File: src/rtl/pd_debug_cnt_bank.sv
// PD debug counter bank: accumulates dbg2cif event pulses into saturating packet/byte counters,
// latches the captured PD word and serves everything through a registered read req/ack port.
module pd_debug_cnt_bank #(
    parameter int unsigned CNT_WIDTH         = 32,
    parameter int unsigned BYTE_CNT_WIDTH    = 48,
    parameter int unsigned PACKET_SIZE_WIDTH = 14
) (
    input  logic                         clk,
    input  logic                         rstn,
    input  logic                         dbg2cif_e_debug_pd_field1_cnt_inc,
    input  logic                         dbg2cif_e_debug_pd_field2_cnt_inc,
    input  logic                         dbg2cif_e_debug_pd_capture_match_cnt_inc,
    input  logic                         dbg2cif_e_debug_pd_total_pd_cnt_inc,
    input  logic                         dbg2cif_e_debug_pd_field1_byte_cnt_inc,
    input  logic                         dbg2cif_e_debug_pd_field2_byte_cnt_inc,
    input  logic [PACKET_SIZE_WIDTH-1:0] dbg2cif_eq_debug_pd_field_byte_cnt_inc_amount,
    input  logic                         dbg2cif_e_debug_pd_capture_match_field1,
    input  logic                         dbg2cif_e_debug_pd_capture_match_field2,
    input  logic [31:0]                  dbg2cif_c_debug_pd_out,
    input  logic                         cif_cnt_freeze,
    input  logic                         cif_rd_req,
    input  logic [3:0]                   cif_rd_addr,
    input  logic                         cif_rd_clr,
    output logic                         cif_rd_ack,
    output logic [31:0]                  cif_rd_data,
    output logic [5:0]                   cnt_sat_o
);

    localparam int unsigned HiWidth = BYTE_CNT_WIDTH - 32;

    typedef enum logic {StIdle, StResp} rd_state_e;

    rd_state_e                 state_q, state_d;
    logic                      rd_accept;
    logic                      ack_q;
    logic [31:0]               rd_data_q, rd_data_d, rd_mux;
    logic [CNT_WIDTH-1:0]      pkt_cnt_q [4];
    logic [CNT_WIDTH-1:0]      pkt_cnt_d [4];
    logic [BYTE_CNT_WIDTH-1:0] byte_cnt_q [2];
    logic [BYTE_CNT_WIDTH-1:0] byte_cnt_d [2];
    logic [HiWidth-1:0]        shadow_q [2];
    logic [HiWidth-1:0]        shadow_d [2];
    logic [31:0]               cap_word_q, cap_word_d;
    logic [1:0]                cap_flags_q, cap_flags_d;
    logic [5:0]                sat_q, sat_d, new_sat;
    logic [3:0]                pkt_inc;
    logic [1:0]                byte_inc;
    logic [CNT_WIDTH:0]        pkt_sum;
    logic [BYTE_CNT_WIDTH:0]   byte_sum;
    logic                      lo_rd;

    always_comb begin
        rd_accept = 1'b0;
        state_d   = state_q;
        case (state_q)
            StIdle: begin
                if (cif_rd_req) begin
                    rd_accept = 1'b1;
                    state_d   = StResp;
                end
            end
            StResp:  state_d = StIdle;
            default: state_d = StIdle;
        endcase
    end

    always_comb begin
        rd_mux = '0;
        case (cif_rd_addr)
            4'd0:    rd_mux = 32'(pkt_cnt_q[0]);
            4'd1:    rd_mux = 32'(pkt_cnt_q[1]);
            4'd2:    rd_mux = 32'(pkt_cnt_q[2]);
            4'd3:    rd_mux = 32'(pkt_cnt_q[3]);
            4'd4:    rd_mux = byte_cnt_q[0][31:0];
            4'd5:    rd_mux = 32'(shadow_q[0]);
            4'd6:    rd_mux = byte_cnt_q[1][31:0];
            4'd7:    rd_mux = 32'(shadow_q[1]);
            4'd8:    rd_mux = cap_word_q;
            4'd9:    rd_mux = 32'(cap_flags_q);
            4'd10:   rd_mux = 32'(sat_q);
            default: rd_mux = '0;
        endcase
        rd_data_d = rd_accept ? rd_mux : rd_data_q;
    end

    always_comb begin
        pkt_inc  = {dbg2cif_e_debug_pd_total_pd_cnt_inc, dbg2cif_e_debug_pd_capture_match_cnt_inc,
                    dbg2cif_e_debug_pd_field2_cnt_inc, dbg2cif_e_debug_pd_field1_cnt_inc}
                   & {4{~cif_cnt_freeze}};
        byte_inc = {dbg2cif_e_debug_pd_field2_byte_cnt_inc, dbg2cif_e_debug_pd_field1_byte_cnt_inc}
                   & {2{~cif_cnt_freeze}};
        new_sat  = '0;
        pkt_sum  = '0;
        byte_sum = '0;
        lo_rd    = 1'b0;

        for (int i = 0; i < 4; i++) begin
            pkt_sum      = {1'b0, pkt_cnt_q[i]} + {{CNT_WIDTH{1'b0}}, 1'b1};
            pkt_cnt_d[i] = pkt_cnt_q[i];
            // A clear racing an increment keeps the increment.
            if (rd_accept && cif_rd_clr && cif_rd_addr == 4'(i)) begin
                pkt_cnt_d[i] = CNT_WIDTH'(pkt_inc[i]);
            end else if (pkt_inc[i]) begin
                if (pkt_sum[CNT_WIDTH]) begin
                    pkt_cnt_d[i] = '1;
                    new_sat[i]   = 1'b1;
                end else begin
                    pkt_cnt_d[i] = pkt_sum[CNT_WIDTH-1:0];
                end
            end
        end

        for (int i = 0; i < 2; i++) begin
            byte_sum      = {1'b0, byte_cnt_q[i]}
                            + (BYTE_CNT_WIDTH+1)'(dbg2cif_eq_debug_pd_field_byte_cnt_inc_amount);
            lo_rd         = rd_accept && cif_rd_addr == 4'(4 + 2 * i);
            // Snapshot the upper bits so a later hi read matches this lo read.
            shadow_d[i]   = lo_rd ? byte_cnt_q[i][BYTE_CNT_WIDTH-1:32] : shadow_q[i];
            byte_cnt_d[i] = byte_cnt_q[i];
            if (lo_rd && cif_rd_clr) begin
                byte_cnt_d[i] = byte_inc[i]
                    ? BYTE_CNT_WIDTH'(dbg2cif_eq_debug_pd_field_byte_cnt_inc_amount) : '0;
            end else if (byte_inc[i]) begin
                if (byte_sum[BYTE_CNT_WIDTH]) begin
                    byte_cnt_d[i] = '1;
                    new_sat[4+i]  = 1'b1;
                end else begin
                    byte_cnt_d[i] = byte_sum[BYTE_CNT_WIDTH-1:0];
                end
            end
        end

        sat_d = ((rd_accept && cif_rd_clr && cif_rd_addr == 4'd10) ? 6'd0 : sat_q) | new_sat;

        cap_word_d  = cap_word_q;
        cap_flags_d = cap_flags_q;
        if (pkt_inc[2]) begin
            cap_word_d  = dbg2cif_c_debug_pd_out;
            cap_flags_d = {dbg2cif_e_debug_pd_capture_match_field2,
                           dbg2cif_e_debug_pd_capture_match_field1};
        end
    end

    always_ff @(posedge clk or negedge rstn) begin
        if (!rstn) begin
            state_q     <= StIdle;
            ack_q       <= 1'b0;
            rd_data_q   <= '0;
            cap_word_q  <= '0;
            cap_flags_q <= '0;
            sat_q       <= '0;
            for (int i = 0; i < 4; i++) pkt_cnt_q[i] <= '0;
            for (int i = 0; i < 2; i++) begin
                byte_cnt_q[i] <= '0;
                shadow_q[i]   <= '0;
            end
        end else begin
            state_q     <= state_d;
            ack_q       <= rd_accept;
            rd_data_q   <= rd_data_d;
            cap_word_q  <= cap_word_d;
            cap_flags_q <= cap_flags_d;
            sat_q       <= sat_d;
            for (int i = 0; i < 4; i++) pkt_cnt_q[i] <= pkt_cnt_d[i];
            for (int i = 0; i < 2; i++) begin
                byte_cnt_q[i] <= byte_cnt_d[i];
                shadow_q[i]   <= shadow_d[i];
            end
        end
    end

    assign cif_rd_ack  = ack_q;
    assign cif_rd_data = rd_data_q;
    assign cnt_sat_o   = sat_q;

endmodule

File: config.mk
export PLATFORM = sky130hd
export DESIGN_NAME = pd_debug_cnt_bank
export DESIGN_NICKNAME = d
export VERILOG_FILES = /design/src/rtl/pd_debug_cnt_bank.sv
export SDC_FILE = /design/constraint.sdc
export NUM_CORES = 1
export LEC_CHECK = 0
export CORE_ASPECT_RATIO = 0.5
export CORE_MARGIN = 2
export CORE_UTILIZATION = 55
export DETAILED_ROUTE_END_ITERATION = 8
export GPL_TIMING_DRIVEN = 0
export MAX_ROUTING_LAYER = met4
export PLACE_DENSITY = 0.74
export SLEW_MARGIN = 0
export SYNTH_ARGS = -nofsm -noshare
export SYNTH_HDL_FRONTEND = slang
export SYNTH_SLANG_ARGS = --single-unit
File: constraint.sdc
create_clock -name clk -period 3.11 [get_ports clk]
set_clock_uncertainty 0.05 [all_clocks]
set_input_delay 0.4665 -clock clk [delete_from_list [all_inputs] [get_ports clk]]
set_output_delay 0.4665 -clock clk [all_outputs]
set_load 0.01 [all_outputs]
-- Yosys cells after proc, flatten, opt, wreduce, memory -nomap -nowiden
Index checks and enable logic that the tools add are counted.
- bitwise operators: 5
- add/sub/neg operators: 6
- reduce and logical (&&, ||, !) cells: 17
- equality and inequality tests: 10
- muxes and demuxes: 43
- operator list (kind ; count):
    two-way mux 32 bit ; 12
    one-hot mux 32 bit (11 select lines) ; 1
    two-way mux 48 bit ; 6
    adder 32 x 1 -> 33 bit (second input constant) ; 4
    adder 48 x 14 -> 49 bit ; 2
    two-way mux 14 bit ; 2
    two-way mux 1 bit ; 20
    equality test 4 x 3 -> 1 bit (second input constant) ; 4
    equality test 4 bit (second input constant) ; 3
    nonzero test 2 bit ; 6
    logical AND 1 bit ; 10
    equality test 4 x 2 -> 1 bit (second input constant) ; 2
    two-way mux 6 bit ; 1
    bitwise OR 6 bit ; 1
    AND 4 bit ; 1
    equality test 4 x 1 -> 1 bit (second input constant) ; 1
    zero test 4 bit ; 1
    AND 2 bit ; 1
    inverter 1 bit ; 2
    one-hot mux 1 bit (2 select lines) ; 1
- register bits: 330

-- Depth between registers and ports, before layout
- depth in word-level cells: 6
- depth in mapped cells: 11
- gate-level depth less buffers: 10

-- Least setup slack after synthesis
Ideal clock, no wire load.
- kind: input to register
- start: in dbg2cif_eq_debug_pd_field_byte_cnt_inc_amount[0]
- end: reg byte_cnt_q[42] (netlist name)
- arrival time: 2.508 ns
- slack: 0.423 ns
- data required time: 2.931 ns
- library setup time: 0.129 ns
- cell stages on the path: 11
- cell sequence: ha_1 > inv_1 > fa_1 > nor2b_1 > o31a_1 > o21ai_4 > a211o_1 > buf_2 > a2111oi_0 > a31oi_1 > a21boi_0
- word-level cells in the longest chain between the ends: 4
- RTL lines (item ; line ; text):
    from (decl) ; 16 ; input logic [PACKET_SIZE_WIDTH-1:0] dbg2cif_eq_debug_pd_field_byte_cnt_inc_amount,
    adder 48 x 14 -> 49 bit ; 115 ; + (BYTE_CNT_WIDTH+1)'(dbg2cif_eq_debug_pd_field_byte_cnt_inc_amount);
    two-way mux 48 bit ; 124 ; if (byte_sum[BYTE_CNT_WIDTH]) begin
    two-way mux 48 bit ; 123 ; end else if (byte_inc[i]) begin
    two-way mux 48 bit ; 120 ; if (lo_rd && cif_rd_clr) begin
    to (signal, indexed assignment) ; 166 ; byte_cnt_q[i] <= byte_cnt_d[i];
    to (decl) ; 39 ; logic [BYTE_CNT_WIDTH-1:0] byte_cnt_q [2];
No other way between the ends. The select of a mux whose other input is x is not followed.
A chain may end at the register's enable or synchronous reset.

-- Worst setup path after layout
- start: reg byte_cnt_q[2] (netlist name)
- end: reg byte_cnt_q[16] (netlist name)
- word-level cells in the longest chain between the ends: 4
- RTL lines (item ; line):
    adder 48 x 14 -> 49 bit ; 115
    two-way mux 48 bit ; 124
    two-way mux 48 bit ; 123
    two-way mux 48 bit ; 120
No other way between the ends. The select of a mux whose other input is x is not followed.

==> results.txt <==
Hold Slack = 232 ps
clk sink count = 329
startpoint types = flip-flop
Tmin final = 3020 ps
VDD IR-drop max = 0.472 mV
critical path endpoint category = flip-flop
number of global-route vias before repair = 16800
num ports = 102
Initial Util = 56.5%
Setup WS pre-CTS = -894 ps
Final nets = 2346
initial antenna violation count = 1
worst skew pair latency = 600 ps
GRT busiest layer = met1
Seq/Total Area, Yosys = 43.5%
CP Launch Point = byte_cnt_q[2]
Die Wd = 266 µm
Crit path required time = 3530 ps
syn avg cell area = 9.00 µm²
Non-Filler Instances = 2714
DRC errors left = 0
num rows = 47
hpwl dp = 53.3 mm
Layout Utilization = 65.2%
reg2reg setup slack = 90 ps
post-synth net total = 2199
fin. max-slew vios = 0
DRT iter0 DRCs = 2542
R2R Path End = byte_cnt_q[16]
Leak = 9.28 nW
met2 Usage GRT = 57.6%
WL/cell = 26.1 µm
Worst-path clk slew = 70 ps
routability cong. = 1.03
Total Die Area = 36000 µm²
Cell Area, Synth = 18900 µm²
placed insts = 2642
met3 Use GR = 9.65%
TritonCTS Buffers = 31
critical setup path kind = flip-flop to flip-flop
Area growth syn-to-layout = 15.4%
worst-margin pin slew = 969 ps
vias = 18400
Fillers = 2829
relative slew slack = 35.2%
largest net degree at the start of global routing = 121
Total GRT Usage = 40.5%
Final setup viols = 0
Yosys warnings = 0
Hold WC Path Type = primary input to flip-flop
DRT Pass-1 Iters = 8
ant diodes = 0
fin crit share = 97.1%
Cells after Synth = 2102
end point of the critical path = byte_cnt_q[16]
IO buf count = 97
Congestion Overflow GR = 0
met1 track demand over resource = 58.4%
Synth Register Bits = 329
dpl cell area = 20500 µm²
Avg Vias per Cell = 6.79
first-pass GRT wire length = 106 mm
number of flops mapped to enable cells by yosys = 0
Clk Tree Root Cell = clkbuf_16
crit-path max FO = 7
Longest Clk Path Bufs = 3
Final Hold Fails = 0
share of cells above drive strength 1 = 8.10%
outcome = complete, no violations
CTS tree = yes
Main synth FF type = dfrtp_1
final worst slack = 91.3 ps
commonest non-fill, non-tap cell in the layout = dfrtp_1
max_cap viols = 0
ys async rst share = 100%
worst r2r src = byte_cnt_q[2]
H-tree Lvls = 1
most frequent cells in the layout = dfrtp_1, nand2_1, o21ai_0, nor2_1, nand3_1
Final ANT Viol Nets = 0
Max Freq = 331 MHz
crit path DAT = 3430 ps
Finished Cell Area = 21800 µm²
Total Wirelength = 70.8 mm
R2R depth = 9
Cell Pwr Density = 602 nW/µm²
Die Span Y = 135 µm
core area = 33500 µm²
Cell variety after synth = 84
-- worst min path at each step --
stage | cells after the start | from | slack, ps | end
after floorplan | 0 | rstn | 120 | byte_cnt_q[0]
after global placement | 2 | cap_word_q[22] | 410 | cap_word_q[22]
after detailed placement | 2 | cif_rd_data[13] | 410 | cif_rd_data[13]
after CTS | 3 | dbg2cif_c_debug_pd_out[13] | 340 | cap_word_q[13]
after global routing | 3 | dbg2cif_eq_debug_pd_field_byte_cnt_inc_amount[0] | 240 | byte_cnt_q[48]
final | 3 | dbg2cif_eq_debug_pd_field_byte_cnt_inc_amount[0] | 230 | byte_cnt_q[48]
-- through the flow --
stage                     TNS (ps)  power [W]
after global placement    -4350980    0.00880
final                            0     0.0131
after floorplan                  0    0.00750
after CTS                        0     0.0129
after global routing         -6.40     0.0136
after detailed placement   -112570    0.00888
-- what timing repair did --
action                                 4_1_cts  5_1_grt
resized for setup                           12       28
setup buffers                                5       10
gates cloned                                 0        1
pin swaps                                    4        6
endpoints found under the hold margin      109        0
setup endpoints to repair                  111       91
hold buffers                                 1        0
-- synth_stat cells, types with 23 or more instances --
cell / number / area, µm²
nor3_1: 84 / 420
a22o_1: 47 / 412
and3_1: 69 / 432
a31oi_1: 41 / 257
dfrtp_1: 329 / 8230
and4_1: 33 / 289
ha_1: 32 / 400
nand3_1: 107 / 536
nand4_1: 52 / 325
clkbuf_1: 96 / 360
xor2_1: 55 / 482
mux2_2: 28 / 315
inv_1: 27 / 101
a21oi_1: 89 / 445
a211oi_1: 25 / 188
xnor2_1: 47 / 412
nand2_1: 288 / 1080
a22oi_1: 61 / 458
and2_1: 23 / 144
nor2_1: 117 / 439
o21ai_0: 183 / 916
-- sequential cells by signal (all words and copies together), names as in the netlist --
register / count
byte_cnt_q: 96
cnt_sat_o: 6
cif_rd_data: 32
cap_word_q: 32
cif_rd_ack: 1
shadow_q: 32
pkt_cnt_q: 128
cap_flags_q: 2
-- per-layer routing --
metal | up-vias | part of all wire [%]
met1 | 9053 | 42
li1 | 8114 | -
met3 | 159 | 13
met4 | 0 | 2.7
met2 | 1105 | 42
met5 | - | 0
-- cell type report --
cell class	instances	area (µm²)	area share (%)
multi-input cells	1620	10200	46.6
clock inverters	15	163	0.745
clock buffers	42	897	4.11
flip-flops and latches	329	8240	37.7
well taps	441	552	2.53
repair buffers	116	1180	5.39
plain buffers	123	519	2.38
inverters	28	105	0.482
-- power breakdown --
group	switching (W)	internal (W)	leakage, nW
Sequential	0.00101	0.00477	4.34
Combinational	0.00196	0.00134	4.41
Clock	0.00179	0.00227	0.525
Total	0.00477	0.00838	9.28
-- worst max-delay path: stages, from the launching register on --
cell      delay [ps]
dfrtp_1          480
ha_1             370
nor2b_2          180
o31a_1           330
o21ai_4          280
a211oi_4         140
buf_4            180
o211ai_1         430
nor2_1           130
a211oi_1         320
-- cell families after synthesis --
logic type / count (synthesis) / share of synthesized area (%)
AO/OA/AOI/OAI: 589 / 21.0
XOR/XNOR: 102 / 4.72
adder cells (fa/ha/maj): 34 / 2.33
buffers and inverters: 153 / 3.28
flip-flops: 329 / 43.5
multiplexers: 47 / 2.67
AND/OR/NAND/NOR: 848 / 22.4
(Power assumes the default switching activity.)
